File: config.mk
export PLATFORM = sky130hd
export DESIGN_NAME = mem_arbiter
export DESIGN_NICKNAME = d
export VERILOG_FILES = /design/src/rtl/mem_arbiter_pkg.sv /design/src/rtl/mem_arbiter_arb_pick.sv /design/src/rtl/mem_arbiter.sv
export SDC_FILE = /design/constraint.sdc
export NUM_CORES = 1
export LEC_CHECK = 0
export CORE_MARGIN = 8
export CORE_UTILIZATION = 30
export CTS_BUF_LIST = sky130_fd_sc_hd__clkbuf_16
export DETAILED_ROUTE_END_ITERATION = 8
export PLACE_DENSITY_LB_ADDON = 0.2
export SLEW_MARGIN = 5
export SYNTH_ARGS = -nofsm -noshare
export SYNTH_HDL_FRONTEND = slang
export SYNTH_SLANG_ARGS = --single-unit
File: constraint.sdc
create_clock -name clk -period 1.4 [get_ports clk]
set_input_delay 0.14 -clock clk [delete_from_list [all_inputs] [get_ports clk]]
set_output_delay 0.14 -clock clk [all_outputs]
set_load 0.005 [all_outputs]
File: src/rtl/mem_arbiter_pkg.sv
// mem_arbiter_pkg: FSM state encodings and port index constants shared by mem_arbiter
package mem_arbiter_pkg;
    typedef enum logic [1:0] {
        IDLE    = 2'd0,
        ACCESS  = 2'd1,
        WAIT_RD = 2'd2
    } state_t;
    localparam logic PORT0 = 1'b0;
    localparam logic PORT1 = 1'b1;
endpackage

File: src/rtl/mem_arbiter_arb_pick.sv
// arb_pick: two-requester winner select; on a tie the port other than last wins
module arb_pick (
    input  logic [1:0] req,
    input  logic       last,
    output logic [1:0] grant
);
    assign grant[0] = req[0] & (~req[1] | last);
    assign grant[1] = req[1] & (~req[0] | ~last);
endmodule

File: src/rtl/mem_arbiter.sv
// mem_arbiter: two-port to single memory port arbiter (m0 = CPU, m1 = loader/debug).
// MEM_ARB_ROUND_ROBIN_EN selects round-robin tie breaking; otherwise port 0 always wins ties.
module mem_arbiter
    import mem_arbiter_pkg::*;
#(
    parameter int AW = 32,
    parameter int DW = 32
) (
    input  logic            clk,
    input  logic            resetn,
    input  logic [AW-1:0]   m0_addr,
    input  logic            m0_rstrb,
    input  logic [DW/8-1:0] m0_wmask,
    input  logic [DW-1:0]   m0_wdata,
    output logic [DW-1:0]   m0_rdata,
    output logic            m0_done,
    input  logic [AW-1:0]   m1_addr,
    input  logic            m1_rstrb,
    input  logic [DW/8-1:0] m1_wmask,
    input  logic [DW-1:0]   m1_wdata,
    output logic [DW-1:0]   m1_rdata,
    output logic            m1_done,
    output logic [AW-1:0]   mem_addr,
    output logic            mem_rstrb,
    output logic [DW/8-1:0] mem_wmask,
    output logic [DW-1:0]   mem_wdata,
    input  logic [DW-1:0]   mem_rdata
);
    state_t          state, state_n;
    logic            gnt, last;
    logic [1:0]      req, pick;
    logic [DW-1:0]   rdata0_q, rdata1_q;
    logic [DW/8-1:0] sel_wmask;
    logic            sel_rstrb, is_wr, in_access, rd_done, wr_done;

    assign req = {m1_rstrb | (|m1_wmask), m0_rstrb | (|m0_wmask)};

    arb_pick u_pick (.req(req), .last(last), .grant(pick));

    // gnt only changes on a grant, so it doubles as the last-grant pointer
`ifdef MEM_ARB_ROUND_ROBIN_EN
    assign last = gnt;
`else
    assign last = PORT1;
`endif

    assign sel_rstrb = (gnt == PORT1) ? m1_rstrb : m0_rstrb;
    assign sel_wmask = (gnt == PORT1) ? m1_wmask : m0_wmask;
    assign is_wr     = |sel_wmask;
    assign in_access = resetn && state == ACCESS;
    assign rd_done   = resetn && state == WAIT_RD;
    assign wr_done   = in_access && is_wr;

    assign mem_addr  = (gnt == PORT1) ? m1_addr : m0_addr;
    assign mem_wdata = (gnt == PORT1) ? m1_wdata : m0_wdata;
    assign mem_rstrb = in_access && sel_rstrb && !is_wr;
    assign mem_wmask = in_access ? sel_wmask : '0;

    assign m0_done  = (wr_done || rd_done) && gnt == PORT0;
    assign m1_done  = (wr_done || rd_done) && gnt == PORT1;
    // read data is forwarded in the done cycle, then held by the port register
    assign m0_rdata = (rd_done && gnt == PORT0) ? mem_rdata : rdata0_q;
    assign m1_rdata = (rd_done && gnt == PORT1) ? mem_rdata : rdata1_q;

    always_comb begin
        state_n = IDLE;
        case (state)
            IDLE:    state_n = (|pick) ? ACCESS : IDLE;
            ACCESS:  state_n = is_wr ? IDLE : WAIT_RD;
            default: state_n = IDLE;
        endcase
    end

    always_ff @(posedge clk) begin
        if (!resetn) begin
            state    <= IDLE;
            gnt      <= PORT1;
            rdata0_q <= '0;
            rdata1_q <= '0;
        end else begin
            state <= state_n;
            if (state == IDLE && |pick)
                gnt <= pick[1];
            if (rd_done && gnt == PORT0)
                rdata0_q <= mem_rdata;
            if (rd_done && gnt == PORT1)
                rdata1_q <= mem_rdata;
        end
    end
endmodule

; After elaboration in Yosys (flattened, before gate mapping)
; Index checks and enable logic that the tools add are counted.
[totals]
regBits = 67
latch_bits = 0
mem_bits_rw = 0
mem_bits_ro = 0
input_bits = 172
output_inout_bits = 135
wordCells = 38
n_memories = 0
[classes]
add_sub_neg = 0
mul = 0
div_mod_pow = 0
n_lt_le_gt_ge = 0
eq_ne = 2
shift = 0
mux = 10
bitwise = 5
n_reduce_logical = 17
[op_table]
columns = op, n
row1 = $mux W32, 4
row2 = $reduce_or A4 Y1, 3
row3 = $logic_and A1 B1 Y1, 10
row4 = $mux W4, 2
row5 = $pmux W2 S2, 1
row6 = $eq A2 B1 Y1 const B, 1
row7 = $eq A2 B2 Y1 const B, 1
row8 = $logic_not A2 Y1, 1
row9 = $mux W1, 2
row10 = $mux W2, 1
row11 = $not A1 Y1, 2
row12 = $or A1 B1 Y1, 2
row13 = $reduce_or A2 Y1, 1
row14 = $and A1 B1 Y1, 1
row15 = $logic_not A1 Y1, 1
row16 = $logic_or A1 B1 Y1, 1

; Logic depth before layout (Yosys ltp)
[logic_depth]
depth_word = 7
ltp_mapped = 5
depth_no_buf = 3

; Cells and area by module
; Synthesis repeated with hierarchy kept, for this count alone.
[hier_totals]
hier_cells = 452
area_unflattened_um2 = 3534.6
[by_module_without_submodules]
columns = module, n_inst, cells_each, area_each_um2, seq_area_each_um2
row1 = mem_arbiter, 1, 449, 3515.9, 1341.3
row2 = arb_pick, 1, 3, 18.8, 0.0

; Worst setup path after synthesis
; OpenSTA, ideal clock, no wires.
[synth_timing]
kind = reg2reg
start = reg state[0]
end = reg rdata0_q[10]
setup_time_ns = 0.115
arrival_ns = 1.307
required_ns = 1.285
setup_slack_ns = -0.022
path_stages_with_launch = 6
n_path_buf = 2
period_less_slack_ns = 1.422
cell_sequence = dfxtp_1 and4bb_1 buf_6 buf_12 mux2_4 and2_1
[synth_between]
elab_chain_len = 4
[synth_rtl]
columns = element, line_no
row1 = "start, declared", mem_arbiter.sv:29  ; state_t state, state_n;
row2 = "start signal, assigned", mem_arbiter.sv:81  ; state <= state_n;
row3 = $eq A2 B2 Y1, mem_arbiter.sv:51  ; assign rd_done = resetn && state == WAIT_RD;
row4 = $logic_and A1 B1 Y1, mem_arbiter.sv:51
row5 = $logic_and A1 B1 Y1, -
row6 = $mux W32, -
row7 = net m0_rdata[10], mem_arbiter.sv:15  ; output logic [DW-1:0] m0_rdata,
row8 = "end signal, assigned", mem_arbiter.sv:85  ; rdata0_q <= mem_rdata;
row9 = "end, declared", mem_arbiter.sv:32  ; logic [DW-1:0] rdata0_q, rdata1_q;
; The timed path passes the listed nets, and every way through them passes these cells.
; A chain may end at the register's enable or synchronous reset.

; Final worst setup path
[layout_timing]
start = reg gnt
end = out m0_rdata[8]
[layout_between]
elab_chain_len = 3
[layout_rtl]
columns = element, line_no
row1 = "start, declared", mem_arbiter.sv:30  ; logic gnt, last;
row2 = "start signal, assigned", mem_arbiter.sv:83  ; gnt <= pick[1];
row3 = $not A1 Y1, mem_arbiter.sv:62  ; assign m0_rdata = (rd_done && gnt == PORT0) ? mem_rdata : rdata0_q;
row4 = $logic_and A1 B1 Y1, mem_arbiter.sv:62
row5 = $mux W32, mem_arbiter.sv:62
row6 = "end, declared", mem_arbiter.sv:15
; Every way passes these cells.

==> results.py <==
metrics = {
    "worst_setup_path": {
        "rr_worst_depth": 9,
        "crit_path_end": "m0_rdata[8]",
        "cp-end-kind": "output port",
        "reg2reg_slack_ns": -0.33,
        "cp-start-kind": "flip-flop",
        "cp_cell_sequence": "and4bb_4 -> buf_6 -> buf_8 -> buf_16 -> mux2_4 -> buf_6",
        "critical_path_class": "reg -> out",
        "rr_endpoint": "gnt$_SDFFE_PN1P_",
        "cpMaxStageDelayCell": "and4bb_4",
        "cp_max_fo": 5,
        "crit_start": "gnt$_SDFFE_PN1P_",
        "crit_top_cell": "buf_6",
        "max_stage_delay_ns": 0.36,
        "regToRegStartpoint": "gnt$_SDFFE_PN1P_",
        "cp_data_required_time_ns": 1.26,
        "arrival_ns": 1.80,
    },
    "clock_tree": {
        "cts_sinks": 67,
        "numCtsBuffers": 9,
        "cts-root-buf": "clkbuf_16",
        "htreeDepth": 3,
        "tritoncts": "yes",
        "clk_pin_slew_worst_paths_ns": 0.05,
        "cts_hold_buf": 0,
        "clk-insertion-delay-late_ns": 0.32,
        "ctsLongestPathBuffers": 2,
    },
    "cells_and_area": {
        "n_antenna_cell": 0,
        "ff_latch_area_um2": 1350,
        "multi_input_area_um2": 2730,
        "final_nets": 882,
        "fillCellCount": 866,
        "stdcell_count": 887,
        "final_util_pct": 72.7,
        "final_cell_area_um2": 9060,
        "syn_to_final_growth_pct": 140,
        "drive_gt1_share_pct": 62.7,
    },
    "drt": {
        "via_per_inst": 4.47,
        "routedWlPerCell_um": 21.2,
        "drcViolationCount": 0,
        "drt_iter0_markers": 88,
        "antenna_left": 0,
        "vias": 3965,
        "wl_mm": 18.8,
        "dr.pass1.iters": 4,
    },
    "sta": {
        "slew_headroom_pct": 58.7,
        "hold_slack_ns": 0.396,
        "timing.setup.tns_ns": -59.06,
        "finalSetupViolCount": 196,
        "drv_slew": 0,
        "worst_pin_slew_ns": 0.620,
        "finClkSkew_ns": 0.00498,
        "max_freq_ghz": 0.517,
        "fin_ws_ns": -0.536,
        "final_hold_viol_count": 0,
        "grt_setup_unrepaired": "true",
        "period_needed_ns": 1.94,
        "period_share_pct": 138,
    },
    "synth": {
        "netlist_instances": 315,
        "synthFlopType": "dfxtp_1",
        "synth_nets": 487,
        "yosysSeqAreaShare_pct": 35.5,
        "synth_edf_count": 0,
        "synth_xor_area_share_pct": 0,
        "syn-mean-instance-area_um2": 12.0,
        "yosysUniqueCellTypes": 25,
        "syn_area_um2": 3780,
        "synth-compound-area-share_pct": 0.827,
        "synthAdderAreaFrac_pct": 0,
        "ys_top_cells_by_area": "dfxtp_1, mux2_4, mux2_2, and2_1, buf_12",
        "synth_top_family_by_area": "multiplexers",
        "ys_async_sr_fraction_pct": 0,
        "synth_top_cell_area_share_pct": 35.5,
        "synth_mux_area_share_pct": 45.3,
        "synth-seq-cells": 67,
        "synth_warnings": 0,
        "synth_common_cells": "dfxtp_1, mux2_2, and2_1",
        "yosysTopAreaCell": "dfxtp_1",
        "synth-simple-area-share_pct": 14.2,
    },
    "power": {
        "fin_total_pwr_mw": 5.94,
        "cellLeakagePower_nw": 4.31,
        "p_per_area_nw_per_um2": 655,
        "irDropWorstVdd_uv": 567,
    },
    "worst_hold_path": {
        "hp-class": "in -> reg",
    },
    "floorplanning": {
        "die_width_um": 128,
        "die_height_um": 128,
        "core-area_um2": 12500,
        "start_util_pct": 30.3,
        "ios": 307,
        "fp-row-count": 41,
        "die_area_um2": 16500,
    },
    "global_route": {
        "grt_pass1_vias": 4557,
        "grt_pass1_wl_mm": 27.0,
        "antenna_found_initial": 0,
        "track_usage_pct": 21.6,
        "globalRouteOverflowTotal": 0,
        "grt_max_degree": 65,
    },
    "placement": {
        "dp_cells": 798,
        "hpwlAfterDp_mm": 13.2,
        "pre_cts_ws_ns": -0.591,
        "port_buffers": 306,
        "gp_congestion": 0.806,
        "placed_area_um2": 7210,
    },
    "run_status": {
        "outcome": "finished, violations left",
        "violations": "negative setup slack",
    },
    "job": {
        "maxCapViolations": 0,
    },
}
logic make-up (layout without fill, tap and decap cells):
kind of cell | Yosys count | count (layout)
multiplexers | 133 | 133
AND/OR/NAND/NOR | 88 | 88
AO/OA/AOI/OAI | 5 | 5
flip-flops | 67 | 67
buffers and inverters | 22 | 422
state kept, by name, indices dropped and copies added (netlist names):
signal,flops
state,2
rdata1_q,32
gnt,1
rdata0_q,32
cell type report:
cell class                 count  area share (%)
sequential                    67            14.9
tap                          172            2.37
timing repair buffer         406            49.7
clock inverter                 7           0.414
multi-input combinational    226            30.2
clock buffer                   9            2.48
how the worst min path moves through the flow:
stage                             from                 endpoint  slack [ns]  cells after the start
5_1_grt                         resetn      state[0]$_SDFF_PN0_        0.42                      5
3_5_place_dp    rdata0_q[0]$_SDFF_PN0_   rdata0_q[0]$_SDFF_PN0_        0.55                      2
6_report                        resetn      state[0]$_SDFF_PN0_        0.40                      5
2_1_floorplan                 m1_rstrb      state[0]$_SDFF_PN0_        0.29                      2
3_3_place_gp   rdata0_q[31]$_SDFF_PN0_  rdata0_q[31]$_SDFF_PN0_        0.55                      2
4_1_cts                         resetn      state[0]$_SDFF_PN0_        0.38                      5
routing by layer:
| metal | GRT usage, % | wire length, um | up-vias | part of all wire (%) |
|---|---|---|---|---|
| met2 | 42.4 | 10500 | 165 | 56 |
| li1 | - | - | 1885 | - |
| met1 | 20.4 | 6410 | 1892 | 34 |
| met3 | 8.36 | 1540 | 23 | 8.2 |
| met4 | 5.10 | 361 | 0 | 1.9 |
| met5 | 0 | 0 | - | 0 |
repair_timing:
item                                    in CTS  in global routing
gates cloned                                11                  0
gates resized for setup                    793                125
setup buffers                               58                 23
endpoints found under the setup margin     189                200
pin swaps                                    8                  6
cells in the final DEF, fill, tap and decap left out, drive strengths merged, types with 2 or more instances in the layout:
master,instances
buf,232
mux2,128
inv,2
a21oi,3
dlygate4sd2,3
clkbuf,13
and2,64
dfxtp,67
mux2i,5
nor2,9
nor2b,2
nand2,3
clkdlybuf4s50,167
clkinv,3
clkinvlp,2
or4,2
nor4,2
critical path, delay by kind of cell, from the launching register on:
family | cells | cell delay [ns]
AND/OR/NAND/NOR | 1 | 0.36
flip-flops | 1 | 0.32
multiplexers | 1 | 0.31
buffers and inverters | 4 | 0.47
power breakdown:
group	internal [mW]	switching (mW)	total, mW
registers	1.92	0.00472	1.92
logic	1.43	0.636	2.07
clock network	1.17	0.782	1.96
total	4.52	1.42	5.94
(Power assumes the default switching activity.)
